File: src/rtl/i2c_slave_arbiter.sv
// Arbitrates one I2C frontend among four address-decoded peripheral ports.
// Optional transaction watchdog enabled by defining I2C_ARB_WATCHDOG_EN.
module i2c_slave_arbiter #(
    parameter logic [6:0]  ADDR0   = 7'h21,
    parameter logic [6:0]  ADDR1   = 7'h22,
    parameter logic [6:0]  ADDR2   = 7'h23,
    parameter logic [6:0]  ADDR3   = 7'h24,
    parameter logic [15:0] TIMEOUT = 16'd50000
) (
    input  logic        clk,
    input  logic        reset,
    input  logic [19:0] fe_rx,
    output logic [1:0]  fe_tx,
    output logic [79:0] port_rx,
    input  logic [7:0]  port_tx,
    output logic [1:0]  sel,
    output logic        busy,
    output logic        timeout
);

    typedef enum logic [1:0] {
        ST_IDLE   = 2'd0,
        ST_ACTIVE = 2'd1,
        ST_IGNORE = 2'd2
    } state_t;

    localparam logic [3:0] STB_STOP = 4'b0010;

    state_t      state_r;
    state_t      state_n;
    logic [1:0]  sel_r;
    logic [1:0]  sel_n;
    logic        busy_r;
    logic [1:0]  fe_tx_r;
    logic [79:0] port_rx_r;
    logic [79:0] port_rx_n;
    logic [3:0]  strobe_n;
    logic        start_s;
    logic        stop_s;
    logic        any_strobe_s;
    logic        fire_s;
    logic [2:0]  dec_s;

    // Lowest-index match wins when several ports share an address.
    function automatic logic [2:0] decode_addr(input logic [6:0] addr);
        logic [2:0] r;
        if (addr == ADDR0) begin
            r = {1'b1, 2'd0};
        end else if (addr == ADDR1) begin
            r = {1'b1, 2'd1};
        end else if (addr == ADDR2) begin
            r = {1'b1, 2'd2};
        end else if (addr == ADDR3) begin
            r = {1'b1, 2'd3};
        end else begin
            r = 3'b000;
        end
        return r;
    endfunction

    assign start_s      = fe_rx[16];
    assign stop_s       = fe_rx[17];
    assign any_strobe_s = |fe_rx[19:16];
    assign dec_s        = decode_addr(fe_rx[14:8]);

`ifdef I2C_ARB_WATCHDOG_EN
    logic [15:0] wd_cnt_r;
    logic        timeout_r;

    assign fire_s  = (state_r == ST_ACTIVE) && !any_strobe_s && (wd_cnt_r == TIMEOUT);
    assign timeout = timeout_r;

    // Watchdog counter and sticky timeout flag; a start rearms both.
    always_ff @(posedge clk or negedge reset) begin
        if (!reset) begin
            wd_cnt_r  <= 16'd0;
            timeout_r <= 1'b0;
        end else if (start_s) begin
            wd_cnt_r  <= 16'd0;
            timeout_r <= 1'b0;
        end else if (state_r == ST_ACTIVE) begin
            if (any_strobe_s) begin
                wd_cnt_r <= 16'd0;
            end else if (fire_s) begin
                wd_cnt_r  <= 16'd0;
                timeout_r <= 1'b1;
            end else if (wd_cnt_r != 16'hFFFF) begin
                wd_cnt_r <= wd_cnt_r + 16'd1;
            end else begin
                wd_cnt_r <= wd_cnt_r;
            end
        end else begin
            wd_cnt_r <= 16'd0;
        end
    end
`else
    logic unused_timeout_cfg_s;

    assign unused_timeout_cfg_s = ^TIMEOUT;
    assign fire_s  = 1'b0;
    assign timeout = 1'b0;
`endif

    // Next grant and the strobes forwarded to the post-decode selection.
    always_comb begin
        state_n  = state_r;
        sel_n    = sel_r;
        strobe_n = 4'b0000;
        if (start_s) begin
            if (dec_s[2]) begin
                state_n  = ST_ACTIVE;
                sel_n    = dec_s[1:0];
                strobe_n = fe_rx[19:16] & 4'b1101;
            end else begin
                state_n = ST_IGNORE;
            end
        end else if (state_r == ST_ACTIVE) begin
            strobe_n = fe_rx[19:16];
            if (stop_s) begin
                state_n = ST_IDLE;
            end else if (fire_s) begin
                state_n  = ST_IDLE;
                strobe_n = STB_STOP;
            end else begin
                state_n = ST_ACTIVE;
            end
        end else if ((state_r == ST_IGNORE) && stop_s) begin
            state_n = ST_IDLE;
        end else begin
            state_n = state_r;
        end
    end

    // Data fields fan out to every port; strobes only to the granted one.
    always_comb begin
        port_rx_n = 80'd0;
        for (int i = 0; i < 4; i++) begin
            port_rx_n[20*i +: 20] = {(sel_n == 2'(i)) ? strobe_n : 4'b0000, fe_rx[15:0]};
        end
    end

    // Grant state and all registered outputs.
    always_ff @(posedge clk or negedge reset) begin
        if (!reset) begin
            state_r   <= ST_IDLE;
            sel_r     <= 2'd0;
            busy_r    <= 1'b0;
            fe_tx_r   <= 2'b00;
            port_rx_r <= 80'd0;
        end else begin
            state_r   <= state_n;
            sel_r     <= sel_n;
            busy_r    <= (state_n == ST_ACTIVE);
            port_rx_r <= port_rx_n;
            fe_tx_r   <= (state_r == ST_ACTIVE) ? port_tx[{sel_r, 1'b0} +: 2] : 2'b00;
        end
    end

    assign fe_tx   = fe_tx_r;
    assign port_rx = port_rx_r;
    assign sel     = sel_r;
    assign busy    = busy_r;

endmodule

File: config.mk
export PLATFORM = sky130hd
export DESIGN_NAME = i2c_slave_arbiter
export DESIGN_NICKNAME = d
export VERILOG_FILES = /design/src/rtl/i2c_slave_arbiter.sv
export SDC_FILE = /design/constraint.sdc
export NUM_CORES = 1
export LEC_CHECK = 0
export ABC_AREA = 0
export BUFFER_PORTS_ARGS = -buffer_cell sky130_fd_sc_hd__buf_4
export CORE_ASPECT_RATIO = 0.6
export CORE_MARGIN = 2
export CORE_UTILIZATION = 46
export CTS_BUF_LIST = sky130_fd_sc_hd__clkbuf_4 sky130_fd_sc_hd__clkbuf_8
export DETAILED_ROUTE_END_ITERATION = 7
export GPL_ROUTABILITY_DRIVEN = 0
export PLACE_DENSITY = 0.87
export SKIP_LAST_GASP = 1
export SLEW_MARGIN = 10
export SYNTH_ARGS = -nofsm -noshare
export SYNTH_HDL_FRONTEND = slang
export SYNTH_SLANG_ARGS = --single-unit
File: constraint.sdc
create_clock -name clk -period 3.94 [get_ports clk]
set_clock_uncertainty 0.1 [all_clocks]
set_input_delay 0.197 -clock clk [delete_from_list [all_inputs] [get_ports clk]]
set_output_delay 0.197 -clock clk [all_outputs]
set_load 0.1 [all_outputs]
# After elaboration in Yosys (flattened, before gate mapping)

Cells that the tools add are included.

Latch bits: 0
Output and inout bits: 86
ROM bits: 0
Register bits: 87
Logic and storage cells: 38
Memories: 0
Input bits: 30
RAM bits: 0

$add $sub $neg: 0
Order comparisons: 0
$mul: 0
Multiplexer cells: 20
Bitwise operators: 0
Shift operators: 1
Equal/unequal tests: 10
Divide/modulo/power cells: 0
Reductions and logical operators: 2

Operator list:

| operator                                      | count |
|---|---|
| == test 7 x 6 -> 1 bit, second input constant | 4 |
| two-way mux 4 bit                             | 7 |
| two-way mux 2 bit                             | 8 |
| two-way mux 3 bit                             | 4 |
| indexed part select 8 x 4 -> 2 bit            | 1 |
| == test 2 x 1 -> 1 bit, second input constant | 3 |
| == test 2 bit, second input constant          | 3 |
| zero test 2 bit                               | 1 |
| logical AND 1 bit                             | 1 |
| two-way mux 1 bit                             | 1 |

# Logic depth before layout (Yosys ltp)

Gate-level depths: netlist of the first run.

Word-level depth: 9
Gate-level depth with buffers: 6
Gate-level depth less buffers: 5

# Worst setup path before layout of the first run

No wires, ideal clock.

Kind: register -> register
Start: register sel_r[0] (netlist: sel[0])
End: register fe_tx_r[0] (netlist: fe_tx[0])
Cell stages (with the launch flop): 3
Required time: 3.716 ns
Clock period less this slack: 1.947 ns
Path slack: 1.993 ns
Setup time: 0.124 ns
Buffers on the path: 0
Arrival: 1.723 ns
Cells stage by stage: dfrtp_1 mux4_2 nor3b_1

Word-level cells in the longest chain between the ends: 2

RTL lines:

| what                               | line | text |
|---|---|---|
| start, declared                    | 31   | `logic [1:0] sel_r;` |
| start signal, assigned             | 152  | `sel_r <= sel_n;` |
| indexed part select 8 x 4 -> 2 bit | 155  | `fe_tx_r <= (state_r == ST_ACTIVE) ? port_tx[{sel_r, 1'b0} +: 2] : 2'b00;` |
| two-way mux 2 bit                  | 155  |  |
| end signal, assigned               | 155  |  |
| end, declared                      | 34   | `logic [1:0] fe_tx_r;` |

No other way between the ends.

# Worst setup path after layout of the first run

Start: input port fe_rx[14]
End: register port_rx_r[57] (netlist: port_rx[57])

Word-level cells in the longest chain between the ends: 9
Elaborated cells on any way between the ends: 12
Those cells by class: eq/ne: 5; mux: 7

RTL lines:

| what                   | line | text |
|---|---|---|
| start, declared        | 12   | `input logic [19:0] fe_rx,` |
| == test 7 x 6 -> 1 bit | 53   | `end else if (addr == ADDR3) begin` |
| two-way mux 3 bit      | 53   |  |
| two-way mux 3 bit      | 51   | `end else if (addr == ADDR2) begin` |
| two-way mux 3 bit      | 49   | `end else if (addr == ADDR1) begin` |
| two-way mux 3 bit (*)  | 47   | `if (addr == ADDR0) begin` |
| two-way mux 2 bit (*)  | 110  | `if (dec_s[2]) begin` |
| two-way mux 2 bit (*)  | 109  | `if (start_s) begin` |
| via sel_n[1]           | 32   | `logic [1:0] sel_n;` |
| == test 2 bit (*)      | 138  | `port_rx_n[20*i +: 20] = {(sel_n == 2'(i)) ? strobe_n : 4'b0000, fe_rx[15:0]};` |
| two-way mux 4 bit (*)  | 138  |  |
| via port_rx_n[57]      | 36   | `logic [79:0] port_rx_n;` |
| end signal, assigned   | 154  | `port_rx_r <= port_rx_n;` |
| end, declared          | 35   | `logic [79:0] port_rx_r;` |

Mark *: on every way through the listed nets, which the timed path passes. The rest lies on a longest branch.

==> results.py, run 1 <==
metrics = {
    "clocking": {
        "cts_root_buffer": "clkbuf_8",
        "htreeDepth": 2,
        "max-clock-path-buffers": 2,
        "insertion_delay_ns": 0.29,
        "cts_inserted_buffers": 5,
        "cts.clk_slew.worst_paths_ns": 0.07,
        "cts_tree": "built",
        "post-cts-setup-buffer-count": 0,
        "cts_sinks": 39,
    },
    "status": {
        "status": "finished, final reports clean",
    },
    "cells_and_area": {
        "area_growth_pct": 48.0,
        "n_fill_cell": 270,
        "antenna_cells": 0,
        "seqCellArea_um2": 976,
        "fin_area_um2": 2590,
        "layout-drive-gt1-share_pct": 53.6,
        "multi_input_area_um2": 378,
        "num-nets-final": 268,
    },
    "global_route": {
        "grt_pass1_vias": 1234,
        "antenna_found_initial": 0,
        "overflow": 0,
        "grt_usage_pct": 18.8,
        "grt_first_pass_wirelength_um": 6220,
        "grt_max_degree": 40,
    },
    "route": {
        "viasPerCell": 4.69,
        "drt_first_iter_violations": 58,
        "drc": 0,
        "ant_nets": 0,
        "wl_per_cell_um": 14.1,
        "dr.pass1.iters": 6,
        "totalWireLength_um": 4030,
        "vias": 1341,
    },
    "placement": {
        "place_area_um2": 2280,
        "io_buffer_count": 114,
        "hpwl_um": 2920,
    },
    "logic_synthesis": {
        "ys_ff_latch": 39,
        "ys_types": 36,
        "synth_area_leaders": "dfrtp_1 56%, buf_4 21%, nor2_1 2.8%",
        "synthXorXnorAreaFrac_pct": 1.00,
        "synthAdderAreaFrac_pct": 0,
        "ys.flop_type": "dfrtp_1",
        "synth_edf_count": 0,
        "yosys.area.top_type_share_pct": 55.8,
        "yosys_warnings": 0,
        "synth_area_leader_cell": "dfrtp_1",
        "syn-cell-area_um2": 1750,
        "synth-seq-area-share_pct": 55.8,
        "synth_common_cells": "49 x buf_4, 39 x dfrtp_1, 13 x nor2_1",
        "syn_nets": 182,
        "synthCells": 152,
        "synthArstFlopShare_pct": 100,
        "synth-simple-area-share_pct": 12.2,
        "synthMuxAreaShare_pct": 2.57,
        "synth_top_family_by_area": "buffers and inverters",
        "syn_avg_cell_area_um2": 11.5,
        "yosysMostFrequentCell": "buf_4",
        "synth-compound-area-share_pct": 5.58,
    },
    "die": {
        "initial_utilization_pct": 47.8,
        "core_um2": 3660,
        "io_pins": 116,
        "num_rows": 17,
        "die_w_um": 83.6,
        "die_h_um": 51.8,
        "dieArea_um2": 4330,
    },
    "sta": {
        "fmax_mhz": 492,
        "worst_slew_pin_slew_ns": 0.507,
        "hold_viol_final": 0,
        "setup_viol": 0,
        "rsz0062_at_grt": "no",
        "finalSetupTns_ns": 0,
        "period_needed_ns": 2.03,
        "drv_slew": 0,
        "maxSlewHeadroom_pct": 65.7,
        "period_share_pct": 51.6,
    },
    "setup_path": {
        "r2r-start": "sel[1]",
        "worstPathCellList": "dlygate4sd3_1 -> buf_4 -> or2_4 -> or3_1 -> a221o_1 -> nor3b_1",
        "path_buf_inv": 2,
        "r2r_setup_slack_ns": 2.33,
        "arrival_ns": 2.11,
        "path_class": "input pin to flop",
        "worstRegToRegCells": 4,
        "crit_path_end_kind": "flop",
        "critPathMaxFanout": 5,
        "cp.depth": 6,
        "cp_data_required_time_ns": 4.02,
        "r2r-end": "port_rx[39]",
        "critPathTopFamily": "simple AND/OR/NAND/NOR gates",
        "cpMaxStageDelayCell": "dlygate4sd3_1",
        "critical_path.max_stage_delay_ns": 0.54,
        "startpoint_type": "input pin",
    },
    "min_path": {
        "min_path_type": "input pin to flop",
        "hold_start": "fe_rx[17]",
        "hold_end": "busy",
        "min_path_cells": 2,
    },
    "job": {
        "drv_cap": 0,
    },
    "pwr": {
        "powerDensity_nw_per_um2": 466,
        "p_leak_uw": 0.00131,
        "peakVddDrop_v": 0.000326,
    },
}
==> stage by stage <==
stage / setup WS [ns] / std cells / hold slack, ns / total power (uW) / util (%)
global route: 1.87 / 286 / 0.0285 / 1250 / 70.8
detailed placement: 2.18 / 261 / 0.0965 / 808 / 62.4
global placement: 2.21 / 261 / 0.0909 / 804 / 62.4
finish: 1.91 / 286 / 0.0319 / 1210 / 70.8
CTS: 1.93 / 286 / 0.0242 / 1220 / 70.8
floorplan: 1.99 / 152 / -0.199 / 751 / -
==> logic make-up (layout without fill, tap and decap cells) <==
family,after synthesis,in the layout
other,1,1
flip-flops,39,39
AND/OR/NAND/NOR,38,38
XOR/XNOR,2,2
AO/OA/AOI/OAI,14,14
buffers and inverters,56,143
multiplexers,2,2
==> report_power, final <==
part,internal [uW],leakage (uW),switching [uW]
logic,82.2,0.000747,308
clock network,260,0.0000688,133
registers,411,0.000499,12.1
total,753,0.00131,454
==> flip-flops by register name, indices dropped and copies added, names as in the netlist <==
register  cells
port_rx      32
sel           2
busy          1
state_r       2
fe_tx         2
==> cells in the final DEF, fill, tap and decap left out, drive strengths merged, types with 2 or more instances in the layout <==
cell         synthesis  layout
a31oi                2       2
buf                 51     114
bufinv               0       2
clkbuf               1       6
dfrtp               39      39
dlygate4sd3          0      17
inv                  4       4
mux4                 2       2
nand2                4       4
nand3                2       2
nand3b               2       2
nor2                13      13
nor2b                2       2
nor3                 2       2
nor3b                4       4
nor4                 2       2
o21ai                3       3
xnor2                2       2
==> routing by layer <==
metal  share of wire (%)  vias up  global-route usage, %
li1                    -      625                      -
met1                  44      640                   25.3
met2                  45       70                   28.4
met3                  10        6                   7.78
met4                 1.1        0                   5.38
met5                   0        -                      0
==> worst max-delay path by stage <==
stage,from,endpoint,slack (ns)
finish,fe_rx[14],port_rx[57],1.91
detailed placement,fe_rx[14],port_rx[57],2.18
CTS,fe_rx[14],port_rx[57],1.93
floorplan,sel[0],fe_tx[0],1.99
global placement,fe_rx[14],port_rx[57],2.21
global route,fe_rx[14],port_rx[57],1.87
==> final cells by class <==
type | count | area share [%]
timing repair buffer | 131 | 39.6
sequential | 39 | 37.7
multi-input combinational | 57 | 14.6
clock buffer | 6 | 2.95
clock inverter | 2 | 2.32
tap | 47 | 2.27
inverter | 4 | 0.580
==> timing repair <==
action	4_1_cts	5_1_grt
hold buffers	17	0
hold endpoints to repair	55	0
gates resized for setup	0	0
No activity file was read; power rests on OpenSTA's default activity.
==> run 2, diff against run 1 <==
--- a/config.mk
+++ b/config.mk
@@ -9,11 +9,11 @@
 export BUFFER_PORTS_ARGS = -buffer_cell sky130_fd_sc_hd__buf_4
 export CORE_ASPECT_RATIO = 0.6
 export CORE_MARGIN = 2
-export CORE_UTILIZATION = 46
+export CORE_UTILIZATION = 43
 export CTS_BUF_LIST = sky130_fd_sc_hd__clkbuf_4 sky130_fd_sc_hd__clkbuf_8
 export DETAILED_ROUTE_END_ITERATION = 7
 export GPL_ROUTABILITY_DRIVEN = 0
-export PLACE_DENSITY = 0.87
+export PLACE_DENSITY = 0.82
 export SKIP_LAST_GASP = 1
 export SLEW_MARGIN = 10
 export SYNTH_ARGS = -nofsm -noshare
==> constraint.sdc (replaced) <==
create_clock -name clk -period 2 [get_ports clk]
set_clock_uncertainty 0.1 [all_clocks]
set_input_delay 0.1 -clock clk [delete_from_list [all_inputs] [get_ports clk]]
set_output_delay 0.1 -clock clk [all_outputs]
set_load 0.1 [all_outputs]
==> results.py, run 2 (synthesized netlist as in run 1, its figures left out) <==
metrics = {
    "pwr": {
        "p_total_uw": 2130,
        "powerDensity_nw_per_um2": 825,
        "switching_share_pct": 42.1,
        "p_leak_uw": 0.00131,
        "peakVddDrop_v": 0.000338,
        "p_clk_share_pct": 24.6,
        "combPwrFrac_pct": 36.3,
        "internal_power_uw": 1230,
        "power.switching_uw": 896,
        "power.share.sequential_pct": 39.1,
    },
    "setup_path": {
        "r2r-start": "sel[0]",
        "crit_path_end_kind": "flop",
        "startpoint_type": "input pin",
        "arrival_ns": 2.01,
        "cp_data_required_time_ns": 2.08,
        "setup.worst_path.start": "fe_rx[14]",
        "critPathMaxFanout": 5,
        "path_class": "input pin to flop",
    },
    "cells_and_area": {
        "final_cell_mix": "114 x buf_4, 39 x dfrtp_1, 21 x dlygate4sd3_1, 13 x nor2_1, 5 x clkbuf_8",
        "antenna_cells": 0,
        "largest_reg_flops": 32,
        "final_common_cell": "buf_4",
        "num-nets-final": 272,
        "area_growth_pct": 47.5,
        "n_fill_cell": 279,
        "layout-drive-gt1-share_pct": 52.7,
        "final_util_pct": 68.2,
    },
    "sta": {
        "rsz0062_at_grt": "no",
        "drv_slew": 0,
        "period_needed_ns": 1.93,
        "worst_slew_pin_slew_ns": 0.483,
        "period_share_pct": 96.3,
        "fmax_mhz": 519,
        "hold_viol_final": 0,
        "maxSlewHeadroom_pct": 67.4,
        "finalSetupTns_ns": 0,
        "setup_viol": 0,
    },
    "placement": {
        "io_buffer_count": 114,
        "hpwl_um": 2790,
    },
    "route": {
        "drt_first_iter_violations": 41,
        "wl_per_cell_um": 13.2,
        "totalWireLength_um": 3840,
        "ant_nets": 0,
        "drc": 0,
        "viasPerCell": 4.56,
        "vias": 1323,
        "dr.pass1.iters": 4,
    },
    "die": {
        "io_pins": 116,
        "die_w_um": 86.4,
        "num_rows": 17,
        "dieArea_um2": 4610,
        "die_h_um": 53.4,
        "core_um2": 3790,
        "initial_utilization_pct": 46.2,
    },
    "status": {
        "status": "finished, final reports clean",
    },
    "global_route": {
        "grt_pass1_vias": 1201,
        "grt_first_pass_wirelength_um": 5730,
        "grt_usage_pct": 16.7,
        "grt_max_degree": 40,
        "overflow": 0,
        "antenna_found_initial": 0,
    },
    "clocking": {
        "insertion_delay_ns": 0.29,
        "htreeDepth": 2,
        "cts_sinks": 39,
        "cts_root_buffer": "clkbuf_8",
        "cts_inserted_buffers": 5,
        "post-cts-setup-buffer-count": 0,
        "max-clock-path-buffers": 2,
        "cts_tree": "built",
        "cts.clk_slew.worst_paths_ns": 0.08,
    },
    "min_path": {
        "min_path_type": "input pin to asynchronous set/reset pin",
    },
    "job": {
        "drv_cap": 0,
    },
}
run 2: changes by cell type in the layout (fill, tap and decap cells not counted), sizes merged:
cell / previous run / this run
dlygate4sd3: 17 / 21
bufinv: 2 / 0
clkinv: 0 / 1
clkinvlp: 0 / 1
run 2: layout make-up:
cell class,instances,area [um2],area share (%)
Clock buffer,6,76.3,2.96
Clock inverter,2,12.5,0.484
Inverter,4,15.0,0.581
Multi-Input combinational cell,57,378,14.6
Sequential cell,39,976,37.8
Tap cell,47,58.8,2.28
Timing Repair Buffer,135,1070,41.3
run 2: path summary, 6_finish.rpt:
kind	to	slack [ns]	cells past startpoint
max reg2reg	port_rx[57]	0.41	5
min in group clk	fe_tx[1]	0.22	3
min	port_rx[79]	0.21	2
min reg2reg	fe_tx[1]	0.45	1
max in group asynchronous	port_rx[73]	1.25	2
max	port_rx[57]	0.07	6
run 2: metrics by stage:
stage	cell area (um2)	hold slack (ns)	std cells	setup WS (ns)
floorplan	1750	-0.296	152	0.0525
global placement	2280	-0.00299	261	0.374
detailed placement	2280	0.00314	261	0.355
CTS	2580	0.215	290	0.109
global route	2580	0.258	290	0.0202
finish	2580	0.213	290	0.0738
run 2: metal layers:
metal	part of all wire, %	vias to the layer above	GRT usage, %
li1	-	633	-
met1	41	613	20.6
met2	47	72	27.8
met3	11	5	6.71
met4	0.55	0	3.91
met5	0	-	0
run 2: power groups by stage:
stage	clock [uW]	sequential, uW	combinational [uW]
after global routing	582	836	793
after global placement	0	846	739
final	524	832	774
after floorplan	0	983	498
after detailed placement	0	847	743
after CTS	537	832	776
run 2: worst max-delay path: stages:
cell	delay (ns)
dlygate4sd3_1	0.56
buf_4	0.15
or2_4	0.26
or3_1	0.37
a221o_1	0.42
nor3b_1	0.16
run 2: repair_timing:
item,CTS,global route
hold endpoints to repair,66,0
hold buffers,21,0
gates resized for setup,0,0
